<file path="src/rtl/vga_pattern_seq.sv">
// Test-pattern sequencer for a 640x480 VGA pipeline: selects SOLID/BARS/CHECKER/GRAD,
// switching only at frame boundaries on a button request or after a timed rotation.
module vga_pattern_seq #(
  parameter int unsigned FRAMES_PER_PATTERN = 60,
  parameter int unsigned SYNC_STAGES        = 2
) (
  input  logic        clk_100MHz,
  input  logic        reset_n,
  input  logic        p_tick,
  input  logic        video_on,
  input  logic        vsync,
  input  logic [9:0]  x,
  input  logic [9:0]  y,
  input  logic [11:0] sw,
  input  logic        mode_btn,
  input  logic        auto_en,
  output logic [11:0] rgb,
  output logic [1:0]  pattern
);

  localparam int unsigned CW = $clog2(FRAMES_PER_PATTERN);

  typedef enum logic [1:0] {
    SOLID   = 2'd0,
    BARS    = 2'd1,
    CHECKER = 2'd2,
    GRAD    = 2'd3
  } pat_t;

  pat_t                 state, state_n;
  logic [SYNC_STAGES-1:0] btn_sync, auto_sync;
  logic [SYNC_STAGES:0]   prime;
  logic                 btn_prev, vsync_q;
  logic                 pending, pending_n;
  logic [CW-1:0]        frame_cnt, frame_cnt_n;
  logic                 btn_s, auto_s, btn_pulse, frame_edge, expire, advance;
  logic [11:0]          colour;
  logic [2:0]           bar;
  logic                 unused_bits;

  assign unused_bits = ^{y[9], y[4:0]};

  // prime is one stage longer than the synchronizer so a button already held
  // through reset has reached btn_prev before edges are accepted
  always_ff @(posedge clk_100MHz or negedge reset_n) begin
    if (!reset_n) begin
      btn_sync  <= '0;
      auto_sync <= '0;
      prime     <= '0;
      btn_prev  <= 1'b0;
      vsync_q   <= 1'b0;
    end else begin
      btn_sync[0]  <= mode_btn;
      auto_sync[0] <= auto_en;
      prime[0]     <= 1'b1;
      for (int unsigned i = 1; i < SYNC_STAGES; i++) begin
        btn_sync[i]  <= btn_sync[i-1];
        auto_sync[i] <= auto_sync[i-1];
      end
      for (int unsigned i = 1; i <= SYNC_STAGES; i++) begin
        prime[i] <= prime[i-1];
      end
      btn_prev <= btn_s;
      vsync_q  <= vsync;
    end
  end

  assign btn_s      = btn_sync[SYNC_STAGES-1];
  assign auto_s     = auto_sync[SYNC_STAGES-1];
  assign btn_pulse  = prime[SYNC_STAGES] & btn_s & ~btn_prev;
  assign frame_edge = vsync_q & ~vsync;
  assign expire     = auto_s && (frame_cnt == CW'(FRAMES_PER_PATTERN - 1));
  assign advance    = frame_edge & (pending | expire);

  always_ff @(posedge clk_100MHz or negedge reset_n) begin
    if (!reset_n) begin
      state     <= SOLID;
      pending   <= 1'b0;
      frame_cnt <= '0;
    end else begin
      state     <= state_n;
      pending   <= pending_n;
      frame_cnt <= frame_cnt_n;
    end
  end

  always_comb begin
    state_n     = state;
    pending_n   = pending;
    frame_cnt_n = frame_cnt;

    // a press landing on a boundary is kept only if no request was already being served
    if (frame_edge) pending_n = ~pending & btn_pulse;
    else            pending_n = pending | btn_pulse;

    if (advance) begin
      case (state)
        SOLID:   state_n = BARS;
        BARS:    state_n = CHECKER;
        CHECKER: state_n = GRAD;
        GRAD:    state_n = SOLID;
        default: state_n = SOLID;
      endcase
    end

    if (!auto_s || advance) frame_cnt_n = '0;
    else if (frame_edge)    frame_cnt_n = CW'(frame_cnt + 1'b1);
  end

  always_comb begin
    bar = '0;
    for (int unsigned k = 1; k < 8; k++) begin
      if (x >= 10'(80 * k)) bar = 3'(k);
    end
  end

  always_comb begin
    colour = '0;
    case (state)
      SOLID: colour = sw;
      BARS: begin
        case (bar)
          3'd0:    colour = 12'hFFF;
          3'd1:    colour = 12'hFF0;
          3'd2:    colour = 12'h0FF;
          3'd3:    colour = 12'h0F0;
          3'd4:    colour = 12'hF0F;
          3'd5:    colour = 12'hF00;
          3'd6:    colour = 12'h00F;
          default: colour = 12'h000;
        endcase
      end
      CHECKER: colour = (x[5] ^ y[5]) ? 12'hFFF : 12'h000;
      GRAD:    colour = {x[9:6], y[8:5], sw[3:0]};
      default: colour = '0;
    endcase
  end

  always_ff @(posedge clk_100MHz or negedge reset_n) begin
    if (!reset_n)    rgb <= '0;
    else if (p_tick) rgb <= video_on ? colour : 12'h000;
  end

  assign pattern = state;

endmodule

</file>
<file path="config.mk">
export PLATFORM = sky130hd
export DESIGN_NAME = vga_pattern_seq
export DESIGN_NICKNAME = d
export VERILOG_FILES = /design/src/rtl/vga_pattern_seq.sv
export SDC_FILE = /design/constraint.sdc
export NUM_CORES = 1
export LEC_CHECK = 0
export ABC_AREA = 1
export CORE_AREA = 2 2 62 64
export DETAILED_ROUTE_END_ITERATION = 10
export DIE_AREA = 0 0 64 66
export HOLD_SLACK_MARGIN = 0.15
export PLACE_DENSITY = 0.77
export SYNTH_ARGS = -nofsm -noshare
export SYNTH_HDL_FRONTEND = slang
export SYNTH_SLANG_ARGS = --single-unit
</file>
<file path="constraint.sdc">
create_clock -name clk_100MHz -period 1.6 [get_ports clk_100MHz]
set_input_delay 0.32 -clock clk_100MHz [delete_from_list [all_inputs] [get_ports clk_100MHz]]
set_output_delay 0.32 -clock clk_100MHz [all_outputs]
set_load 0.01 [all_outputs]
</file>
==> summary.md, run 1 <==
| Metric | Value |
|---|---|
| Synth unique cells | 25 |
| Worst setup EP type | flip-flop |
| CTS Root Cell | clkbuf_4 |
| Cell Area, Synth | around 1500 µm² |
| Die W | between 60 and 70 µm |
| Initial DRC Count | 85 |
| Worst hold stages | 0 |
| Largest area contributor in the netlist | dfrtp_1 |
| Reg2reg end | rgb[0]$_DFFE_PN0P_ |
| R2R Path Start | pattern[1]$_DFFE_PN0P_ |
| DPL Wire Length | 2710 µm |
| Hold/Removal Path Class | reg2reg |
| Fraction of layout cells with a size suffix above 1 | 0.151 |
| Met3 WL | roughly 250 µm |
| Clock share of power | 0.206 |
| Worst Skew | approximately 0.0052 ns |
| RSZ-0062 raised after global routing | true |
| Drc violations | 0 |
| Area contributors post-synth | dfrtp_1 (49%), nand2_1 (13%), nor2_1 (5.7%), o21ai_0 (5.6%), inv_1 (4.7%) |
| Met2 wire len | between 1500 and 2000 µm |
| H-tree Lvls | 2 |
| Vias in the first global route | 1473 |
| R2r setup slk | roughly 0.09 ns |
| Vias | 1521 |
| Clock buffer depth | 2 |
| Die area | 4220 µm² |
| Vias per cell | 4.97 |
| Worst slack, placed | -0.297 ns |
| Antenna fix cells | 0 |
| Area Overhead vs Synth | 49.9% |
| Routed Antenna Nets | 0 |
| Final instance area | about 2300 µm² |
| Core area | around 3600 µm² |
| Worst Setup SP | x[6] |
| Top sig layer | met4 |
| Syn Area/Cell | around 8.0 µm² |
| Placed Area | about 2100 µm² |
| Die Y | 66 µm |
| Syn Nets | 234 |
| Sequential Power Share | 0.347 |
| Worst-path fanout max | 4 |
| Pwr dens | approximately 1300 nW/µm² |
| Max Fclk | about 640 MHz |
| Synth top area share | 0.494 |
| Setup TNS | 0 ns |
| Largest net degree at the start of global routing | 31 |
| Hold-fix buffers at CTS | 0 |
| Status | completed |
| WL/cell | around 12 µm |
| IO buf count | 42 |
| Switching Power | ~1.1 mW |
| Total Power | about 3.0 mW |
| Crit path launch type | input port |
| Max-cap violations | 0 |
| Number of synthesized flops with an enable pin | 0 |
| Critical Path RT | between 1.5 and 2 ns |
| Combinational Power Share | 0.447 |
| Worst VDD drop | 728 µV |
| Pleak | 1.25 nW |
| Synth Instances | between 150 and 200 |
| FP Rows | 22 |
| GRT Residual Overflow | 0 |
| Initial antenna violation count | 0 |
| Main synth FF type | dfrtp_1 |
| Crit path time final | 1.57 ns |
| First-pass iteration count of the detailed router | 4 |
| Gr usage total | 0.190 |
| Hold Path Sink | prime[2]$_DFF_PN0_ |
| Power Internal | roughly 2 mW |
| CTS tree | yes |
| #FFs+latches synth | 30 |
| First-pass GRT wire length | approximately 6200 µm |
| Met1 Routed Length | approximately 1600 µm |
| Crit Path Category | in2reg |
| Ys Warns | 0 |
| # nets final | 302 |
| DRT Wirelength | 3760 µm |
| Hold Violations, Final | 0 |
| Final setup violating endpoints | 0 |
| Sink Count | 30 |
| Sequential share of the synthesized area | 0.494 |
| Starting Density | 0.428 |
| Sw Ratio | 0.351 |
| Worst reg2reg path depth | 8 |
| Worst-path clk slew | 0.09 ns |
| Cell Count, Final, Fillers Out | between 300 and 400 |
| Setup WS post-layout | around 0.027 ns |
| Placed cells | 296 |
| GPL Wtd Cong | 0.892 |
| Num CTS Buffers | 5 |
| Critical path arrival | between 1.5 and 2 ns |
| Worst skew pair latency | roughly 0.33 ns |
| Fin. max-slew vios | 0 |
| Min-delay src | prime[1]$_DFF_PN0_ |
| Post-route clock period utilization | 0.983 |
| Synth async-reset ratio | 1.00 |
| Ports | 53 |
## synthesized netlist by cell type (2+ instances only)
library cell,instances
nand2_1,54
dfrtp_1,30
nor2_1,23
inv_1,19
o21ai_0,17
a21oi_1,11
ha_1,5
o21ai_1,5
nand3_1,4
o211a_1,3
clkbuf_1,2
nand4_1,2
nor3_1,2
xor2_1,2
## power groups by stage
stage / Sequential [mW] / Clock [mW] / Combinational, mW
2_1_floorplan: 1.12 / 0 / 0.623
3_3_place_gp: 1.06 / 0 / 1.26
3_5_place_dp: 1.06 / 0 / 1.29
4_1_cts: 1.05 / 0.633 / 1.31
5_1_grt: 1.07 / 0.673 / 1.50
6_report: 1.05 / 0.621 / 1.34
## critical path, stage by stage
cell             delay (ns)
clkdlybuf4s50_1        0.49
nand2_2                0.14
nand2_1                0.08
o21ai_0                0.17
nand3_1                0.18
a31oi_1                0.25
o21ai_0                0.12
nand2_1                0.08
## cell type report
class                   instances  area, µm²
clock inverters                 1       30.0
well taps                      48       60.1
clock buffers                   6       51.3
flip-flops and latches         30        751
multi-input cells             137        697
inverters                      20       75.1
fillers                       321       1270
repair buffers                 64        614
## layer usage
metal | GRT usage | vias up
met5 | 0 | -
met4 | 0.0652 | 0
met3 | 0.0647 | 7
met2 | 0.322 | 48
met1 | 0.224 | 719
li1 | - | 747
## worst max-delay path by stage
stage                    endpoint  cells after the start
2_1_floorplan  rgb[0]$_DFFE_PN0P_                      8
3_3_place_gp   rgb[9]$_DFFE_PN0P_                      8
3_5_place_dp   rgb[9]$_DFFE_PN0P_                      8
4_1_cts                    rgb[4]                      1
5_1_grt        rgb[0]$_DFFE_PN0P_                      8
6_report       rgb[9]$_DFFE_PN0P_                      8
## metrics by stage
step	utilization	hold slack, ns
after global placement	0.600	0.334
after CTS	0.625	0.358
after floorplan	-	0.0244
after global routing	0.642	0.370
after detailed placement	0.600	0.337
final	0.642	0.356
## cell families (layout without fill, tap and decap cells)
kind of cell | count (synthesis) | count (layout) | share of synthesized area
AO/OA/AOI/OAI | 41 | 41 | 0.161
buffers and inverters | 23 | 91 | 0.0576
other | 1 | 1 | 0.00247
flip-flops | 30 | 30 | 0.494
AND/OR/NAND/NOR | 88 | 88 | 0.232
XOR/XNOR | 2 | 2 | 0.0115
adder cells (fa/ha/maj) | 5 | 5 | 0.0412
## repair_timing
item,CTS,global route
pin swaps,0,3
setup endpoints to repair,2,19
resized for setup,1,18
setup buffers,1,2
## sequential cells by signal, indices dropped and copies added (netlist names)
name and count:
btn_prev 1, pattern 2, auto_sync 2, btn_sync 2, rgb 12, frame_cnt 6, prime 3, pending 1
vsync_q 1
## layout by cell type (no fill, tap or decap), types with 2 or more instances in the layout
cell type        instances
buf_4                   22
nand2_1                 51
inv_1                   18
a21oi_2                  2
o21ai_0                 17
clkdlybuf4s50_1         29
nor2_1                  23
inv_2                    2
o21ai_1                  5
a21oi_1                  9
nand2_2                  3
xor2_1                   2
nand3_1                  4
ha_1                     5
clkbuf_4                 5
dlymetal6s2s_1          12
o211a_1                  3
dfrtp_1                 30
nor3_1                   2
nand4_1                  2
(Power assumes the default switching activity.)
==> run 2, diff against run 1 <==
==> constraint.sdc (replaced) <==
create_clock -name clk_100MHz -period 1.6 [get_ports clk_100MHz]
set_input_delay 0.32 -clock clk_100MHz [delete_from_list [all_inputs] [get_ports clk_100MHz]]
set_output_delay 0.32 -clock clk_100MHz [all_outputs]
set_load 0.1 [all_outputs]
==> run 2 against run 1 <==
  * Non-clock buffer count fell by 8
  * Critical path depth fell by 2
  * Count of clock-buffer cells in the layout fell by 1
  * Global-route usage rose by 0.13 points
  * Total power rose by 38%
  * Final cell count fell by 2.6%
  * Wire length fell by 7.1%
  * Fmax rose by 6.3%
  * Via count fell by 4.5%
  * Combinational power rose by 93%
  * Sequential power rose by 9.5%
  * Largest cell class unchanged
  * Highest routed layer unchanged
==> summary.md, run 2 (synthesis gave the netlist of run 1 again) <==
| Metric | Value |
|---|---|
| Status | completed |
| Commonest cells after routing, fill and taps aside | nand2_1 (52), dfrtp_1 (28), clkdlybuf4s50_1 (27), nor2_1 (23) |
| Die Y | 66 µm (unchanged) |
| Placed cells | 290 (-2.0%) |
| Crit path launch type | flip-flop |
| Critical Path RT | 1.83 ns (-0.04 ns) |
| Max-cap violations | 0 (unchanged) |
| Worst VDD drop | 923 µV (+27%) |
| Hold-fix buffers at CTS | 0 (unchanged) |
| Combinational Power Share | 0.623 (+0.176) |
| Pleak | 1.11 nW (-11%) |
| Largest net degree at the start of global routing | 26 (-16%) |
| CTS Root Cell | clkbuf_4 |
| Fraction of layout cells with a size suffix above 1 | 0.188 (+0.0368) |
| Initial DRC Count | 82 (-3.5%) |
| Top reg by flops | rgb |
| Flip-flop count of the largest register after layout | 12 (unchanged) |
| Ports | 53 (unchanged) |
| Pwr dens | 1790 nW/µm² (+36%) |
| CTS tree | yes |
| Cell Count, Final, Fillers Out | 298 (-2.6%) |
| Core area | 3550 µm² (unchanged) |
| # nets final | 294 (-2.6%) |
| Placed Area | 2250 µm² (+5.5%) |
| Sw Ratio | 0.502 (+0.150) |
| Vias per cell | 4.87 (-2.0%) |
| Gr usage total | 0.191 (+0.00132) |
| Initial antenna violation count | 0 (unchanged) |
| Worst-path clk slew | 0.09 ns (about the same) |
| Routed Antenna Nets | 0 (unchanged) |
| Num CTS Buffers | 5 (unchanged) |
| Fin. max-slew vios | 0 (unchanged) |
| GRT Residual Overflow | 0 (unchanged) |
| Most common cell after layout, fill and taps aside | nand2_1 |
| Worst skew pair latency | 0.33 ns (about the same) |
| Crit path time final | 1.48 ns (-0.0929 ns) |
| Hold/Removal Path Class | in2async |
| Sequential Power Share | 0.277 (-0.070) |
| Vias | 1452 (-4.5%) |
| Starting Density | 0.428 (unchanged) |
| Crit Path Category | reg2reg |
| Power Internal | 2.07 mW (+6.0%) |
| Antenna fix cells | 0 (unchanged) |
| First-pass iteration count of the detailed router | 4 (unchanged) |
| Post-route clock period utilization | 0.925 (-0.0580) |
| Clock share of power | 0.100 (-0.106) |
| Max Fclk | 676 MHz (+6.3%) |
| Sink Count | 30 (unchanged) |
| Drc violations | 0 (unchanged) |
| Largest registers | rgb x12, frame_cnt x6, prime x3 |
| Area Overhead vs Synth | 52.2% |
| Clock buffer depth | 2 (unchanged) |
| Area of the multi-input gates | 692 µm² (-0.72%) |
| DRT Wirelength | 3490 µm (-7.1%) |
| Switching Power | 2.08 mW (+97%) |
| Final instance area | 2310 µm² (+1.5%) |
| IO buf count | 42 (unchanged) |
| First-pass GRT wire length | 6160 µm (unchanged) |
| Critical path arrival | 1.71 ns (-0.13 ns) |
| Vias in the first global route | 1458 (-1.0%) |
| Register Area | 758 µm² (+1.0%) |
| Hold Violations, Final | 0 (unchanged) |
| Fillers | 293 (-8.7%) |
| Worst-path fanout max | 4 (unchanged) |
| FP Rows | 22 (unchanged) |
| GPL Wtd Cong | 0.937 (+5.0%) |
| WL/cell | 11.7 µm (-4.6%) |
| Final setup violating endpoints | 0 (unchanged) |
| Worst setup EP type | flip-flop |
| H-tree Lvls | 2 (unchanged) |
| Worst Skew | 0.00425 ns (-0.000910 ns) |
| Die area | 4220 µm² (unchanged) |
| DPL Wire Length | 2720 µm (+0.24%) |
| Die W | 64 µm (unchanged) |
==> run 2: cell count changes in the layout (fill, tap and decap cells not counted), moves of 2 or more <==
cell / change
a21oi_2: -2
ha_1: -2
clkdlybuf4s50_1: -2
dfrtp_4: +2
ha_2: +2
clkinv_2: +2
a21oi_1: +2
buf_4: -9
buf_12: +15
dlymetal6s2s_1: -11
dfrtp_1: -2
==> run 2: final timing paths <==
check | from | endpoint | slack [ns] | depth (start not counted)
max | pattern[0]$_DFFE_PN0P_ | rgb[11]$_DFFE_PN0P_ | 0.12 | 6
max in group asynchronous | reset_n | prime[0]$_DFF_PN0_ | 0.89 | 2
min reg2reg | prime[0]$_DFF_PN0_ | prime[1]$_DFF_PN0_ | 0.36 | 0
max reg2reg | pattern[0]$_DFFE_PN0P_ | rgb[11]$_DFFE_PN0P_ | 0.12 | 6
min | reset_n | rgb[9]$_DFFE_PN0P_ | 0.26 | 1
min in group clk_100MHz | prime[0]$_DFF_PN0_ | prime[1]$_DFF_PN0_ | 0.36 | 0
==> run 2: power groups by stage <==
stage	logic [mW]	clock network (mW)	registers, mW
3_5_place_dp	2.55	0	1.17
3_3_place_gp	2.52	0	1.17
6_report	2.59	0.415	1.15
4_1_cts	2.56	0.429	1.16
2_1_floorplan	0.629	0	2.09
5_1_grt	2.75	0.457	1.18
==> run 2: critical path: stages (launching register included) <==
cell and delay, ns:
dfrtp_4 0.45, inv_1 0.08, ha_2 0.21, a31oi_4 0.25, buf_4 0.17, o211a_1 0.16, o21ai_1 0.06
==> run 2: per-stage QoR <==
step,TNS (ns),total power [mW],hold slack [ns],setup slack [ns],utilization
finish,0,4.15,0.263,0.120,0.652
global placement,-2.27,3.68,0.332,-0.217,0.633
global route,-0.0124,4.38,0.270,-0.0124,0.652
detailed placement,-2.74,3.72,0.338,-0.259,0.633
CTS,0,4.15,0.262,0.0907,0.647
floorplan,0,2.72,0.0244,0.00277,-
==> run 2: layer usage <==
| layer | GRT usage | vias up | share of wire |
|---|---|---|---|
| met5 | 0 | - | 0 |
| li1 | - | 730 | - |
| met4 | 0.0707 | 0 | 0.020 |
| met2 | 0.315 | 45 | 0.48 |
| met1 | 0.230 | 670 | 0.44 |
| met3 | 0.0664 | 7 | 0.062 |
==> run 2: layout make-up <==
class                   count  area share
flip-flops and latches     30       0.328
multi-input cells         137       0.299
repair buffers             56       0.294
inverters                  20      0.0324
well taps                  48      0.0260
clock buffers               5      0.0162
clock inverters             2     0.00433
==> run 2: what timing repair did <==
item	CTS	global route
gates resized for setup	0	6
setup buffers	0	1
endpoints found under the setup margin	0	9
==> run 3, diff against run 2 <==
--- a/config.mk
+++ b/config.mk
@@ -9,7 +9,9 @@
 export CORE_AREA = 2 2 62 64
 export DETAILED_ROUTE_END_ITERATION = 10
 export DIE_AREA = 0 0 64 66
+export GPL_TIMING_DRIVEN = 0
 export HOLD_SLACK_MARGIN = 0.15
+export MAX_ROUTING_LAYER = met4
 export PLACE_DENSITY = 0.77
 export SYNTH_ARGS = -nofsm -noshare
 export SYNTH_HDL_FRONTEND = slang
==> run 3 against run 2 <==
  * Total power is 4.7% lower
  * Wire length is 1.5% lower
  * Worst setup slack worse by 0.066 ns
  * Largest power group unchanged
  * Core utilization is 6.7 points lower
  * Global-route usage is 0.61 points lower
  * Sequential power is 8% lower
  * Clock power is 95% higher
  * Highest routed layer unchanged
==> summary.md, run 3 (synthesis gave the netlist of run 1 again) <==
| Metric | Value |
|---|---|
| R2r setup slk | 0.11 ns (about the same) |
| Slew @ Worst Pin | 0.643 ns |
| WP buf/inv | 1 (-1) |
| Routing usage on met2 | 0.270 (-0.0456) |
| Max Fclk | 647 MHz (-4.2%) |
| Sink Count | 30 (unchanged) |
| Setup TNS | 0 ns (unchanged) |
| Most common cell after layout, fill and taps aside | nand2_1 |
| Initial DRC Count | 93 (+13%) |
| Antenna fix cells | 0 (unchanged) |
| Largest stage delay, worst path | 0.54 ns (+0.09 ns) |
| GRT Residual Overflow | 0 (unchanged) |
| Crit-path cells | clkdlybuf4s18_2 |
| Hold/Removal Path Class | reg2reg |
| Critical path depth | 1 (-5) |
| DPL Wire Length | 2540 µm (-6.4%) |
| Fin. max-slew vios | 0 (unchanged) |
| Top Usage Layer GRT | met2 |
| Status | completed |
| Global Route met3 Usage | 0.0477 (-0.0187) |
| Vias in the first global route | 1267 (-13%) |
| RSZ-0062 raised after global routing | false |
| Slowest cell on the critical path | clkdlybuf4s18_2 |
| Initial antenna violation count | 0 (unchanged) |
| # nets final | 283 (-3.7%) |
| Post-route clock period utilization | 0.966 (+0.0410) |
| Max-cap violations | 0 (unchanged) |
| Flip-flop count of the largest register after layout | 12 (unchanged) |
| Routed Antenna Nets | 0 (unchanged) |
| Drc violations | 0 (unchanged) |
| Placed Area | 2010 µm² (-11%) |
| Largest net degree at the start of global routing | 31 (+19%) |
| H-tree Lvls | 2 (unchanged) |
| Vias per cell | 4.87 (about the same) |
| Top reg by flops | rgb |
| Die area | 4220 µm² (unchanged) |
| First-pass iteration count of the detailed router | 4 (unchanged) |
| Worst path top cell family by delay | buffers and inverters |
| Clock buffer depth | 2 (unchanged) |
| CTS tree | yes |
| Worst setup EP type | output pin |
| Final instance area | 2080 µm² (-10%) |
| Ports | 53 (unchanged) |
| FP Rows | 22 (unchanged) |
| Hold Violations, Final | 0 (unchanged) |
| Num CTS Buffers | 5 (unchanged) |
| Worst skew pair latency | 0.34 ns (about the same) |
| Crit Path Category | reg2out |
| Largest registers | rgb x12, frame_cnt x6, prime x3 |
| Crit path time final | 1.55 ns (+0.0656 ns) |
| Vias | 1403 (-3.4%) |
| Starting Density | 0.428 (unchanged) |
| Worst-path clk slew | 0.09 ns (about the same) |
| Pleak | 1.02 nW (-7.7%) |
| Worst-path fanout max | 2 (-2) |
| WL/cell | 11.9 µm (+2.0%) |
| CTS Root Cell | clkbuf_4 |
| DRT Wirelength | 3440 µm (-1.5%) |
| Gr usage total | 0.185 (-0.00614) |
| IO buf count | 42 (unchanged) |
| Worst hold stages | 0 |
| Placed cells | 280 (-3.4%) |
| Worst Skew | 0.00908 ns (+0.00483 ns) |
| GPL Wtd Cong | 0.826 (-12%) |
| Relative slew slack | 0.571 |
| Final setup violating endpoints | 0 (unchanged) |
| Commonest cells after routing, fill and taps aside | nand2_1 (52), dfrtp_1 (28), clkdlybuf4s50_1 (26), nor2_1 (23), inv_1 (19) |
| Routing usage on met1 | 0.239 (+0.00963) |
| Die W | 64 µm (unchanged) |
| Die Y | 66 µm (unchanged) |
| Worst VDD drop | 930 µV (+0.71%) |
| Critical path arrival | 1.23 ns (-0.48 ns) |
| Crit path launch type | flip-flop |
| Worst reg2reg path depth | 6 (unchanged) |
| Critical Path RT | 1.28 ns (-0.55 ns) |
| Area Overhead vs Synth | 36.5% |
| Fraction of layout cells with a size suffix above 1 | 0.150 (-0.0380) |
| Core area | 3550 µm² (unchanged) |
| Cell Count, Final, Fillers Out | 288 (-3.4%) |
| First-pass GRT wire length | 5740 µm (-6.8%) |
| Pwr dens | 1910 nW/µm² (+6.3%) |
## run 3: changes by cell type in the layout (fill, tap and decap cells not counted), moves of 2 or more
cell       delta
buf_4        -13
buf_2        +15
clkinv_2      -2
buf_12       -15
inv_2         -2
bufinv_16     +2
inv_1         +2
## run 3: worst paths after layout
check | start | end
worst max-delay path | rgb[2]$_DFFE_PN0P_ | rgb[2]
worst min-delay path | prime[1]$_DFF_PN0_ | prime[2]$_DFF_PN0_
worst max register to register | pattern[0]$_DFFE_PN0P_ | rgb[6]$_DFFE_PN0P_
min in group asynchronous | reset_n | rgb[5]$_DFFE_PN0P_
worst min register to register | prime[1]$_DFF_PN0_ | prime[2]$_DFF_PN0_
max in group asynchronous | reset_n | pattern[1]$_DFFE_PN0P_
## run 3: area by class of cell
cell class / count / area [µm²]
Multi-Input combinational cell: 137 / 699
Fill cell: 331 / 1480
Tap cell: 48 / 60.1
Sequential cell: 30 / 758
Clock inverter: 2 / 60.1
Inverter: 20 / 75.1
Timing Repair Buffer: 43 / 363
Buffer: 2 / 8.76
Clock buffer: 6 / 51.3
## run 3: repair_timing
action | CTS | global route
resized for setup | 49 | 27
endpoints found under the hold margin | 0 | 30
endpoints found under the setup margin | 16 | 25
buffers inserted | 0 | 0
hold buffers | 0 | 1
## run 3: metal layers
metal  routed length (µm)  vias up  part of all wire
li1                     -      711                 -
met1                 1510      641              0.44
met2                 1610       46              0.47
met3                  268        5             0.078
met4                   52        0             0.015
met5                    0        -                 0
## run 3: report_power, final
part | switching [mW] | internal, mW
registers | 0.111 | 0.953
clock network | 0.281 | 0.529
logic | 1.61 | 0.472
total | 2.00 | 1.95
## run 3: through the flow
stage / hold slack (ns) / util / total power [mW] / worst slack [ns]
after floorplan: 0.0244 / - / 2.72 / 0.00277
after CTS: 0.358 / 0.597 / 4.02 / 0.00631
after global placement: 0.332 / 0.566 / 3.25 / -0.518
after detailed placement: 0.335 / 0.566 / 3.27 / -0.502
final: 0.354 / 0.585 / 3.96 / 0.0544
after global routing: 0.371 / 0.585 / 4.18 / 0.00889
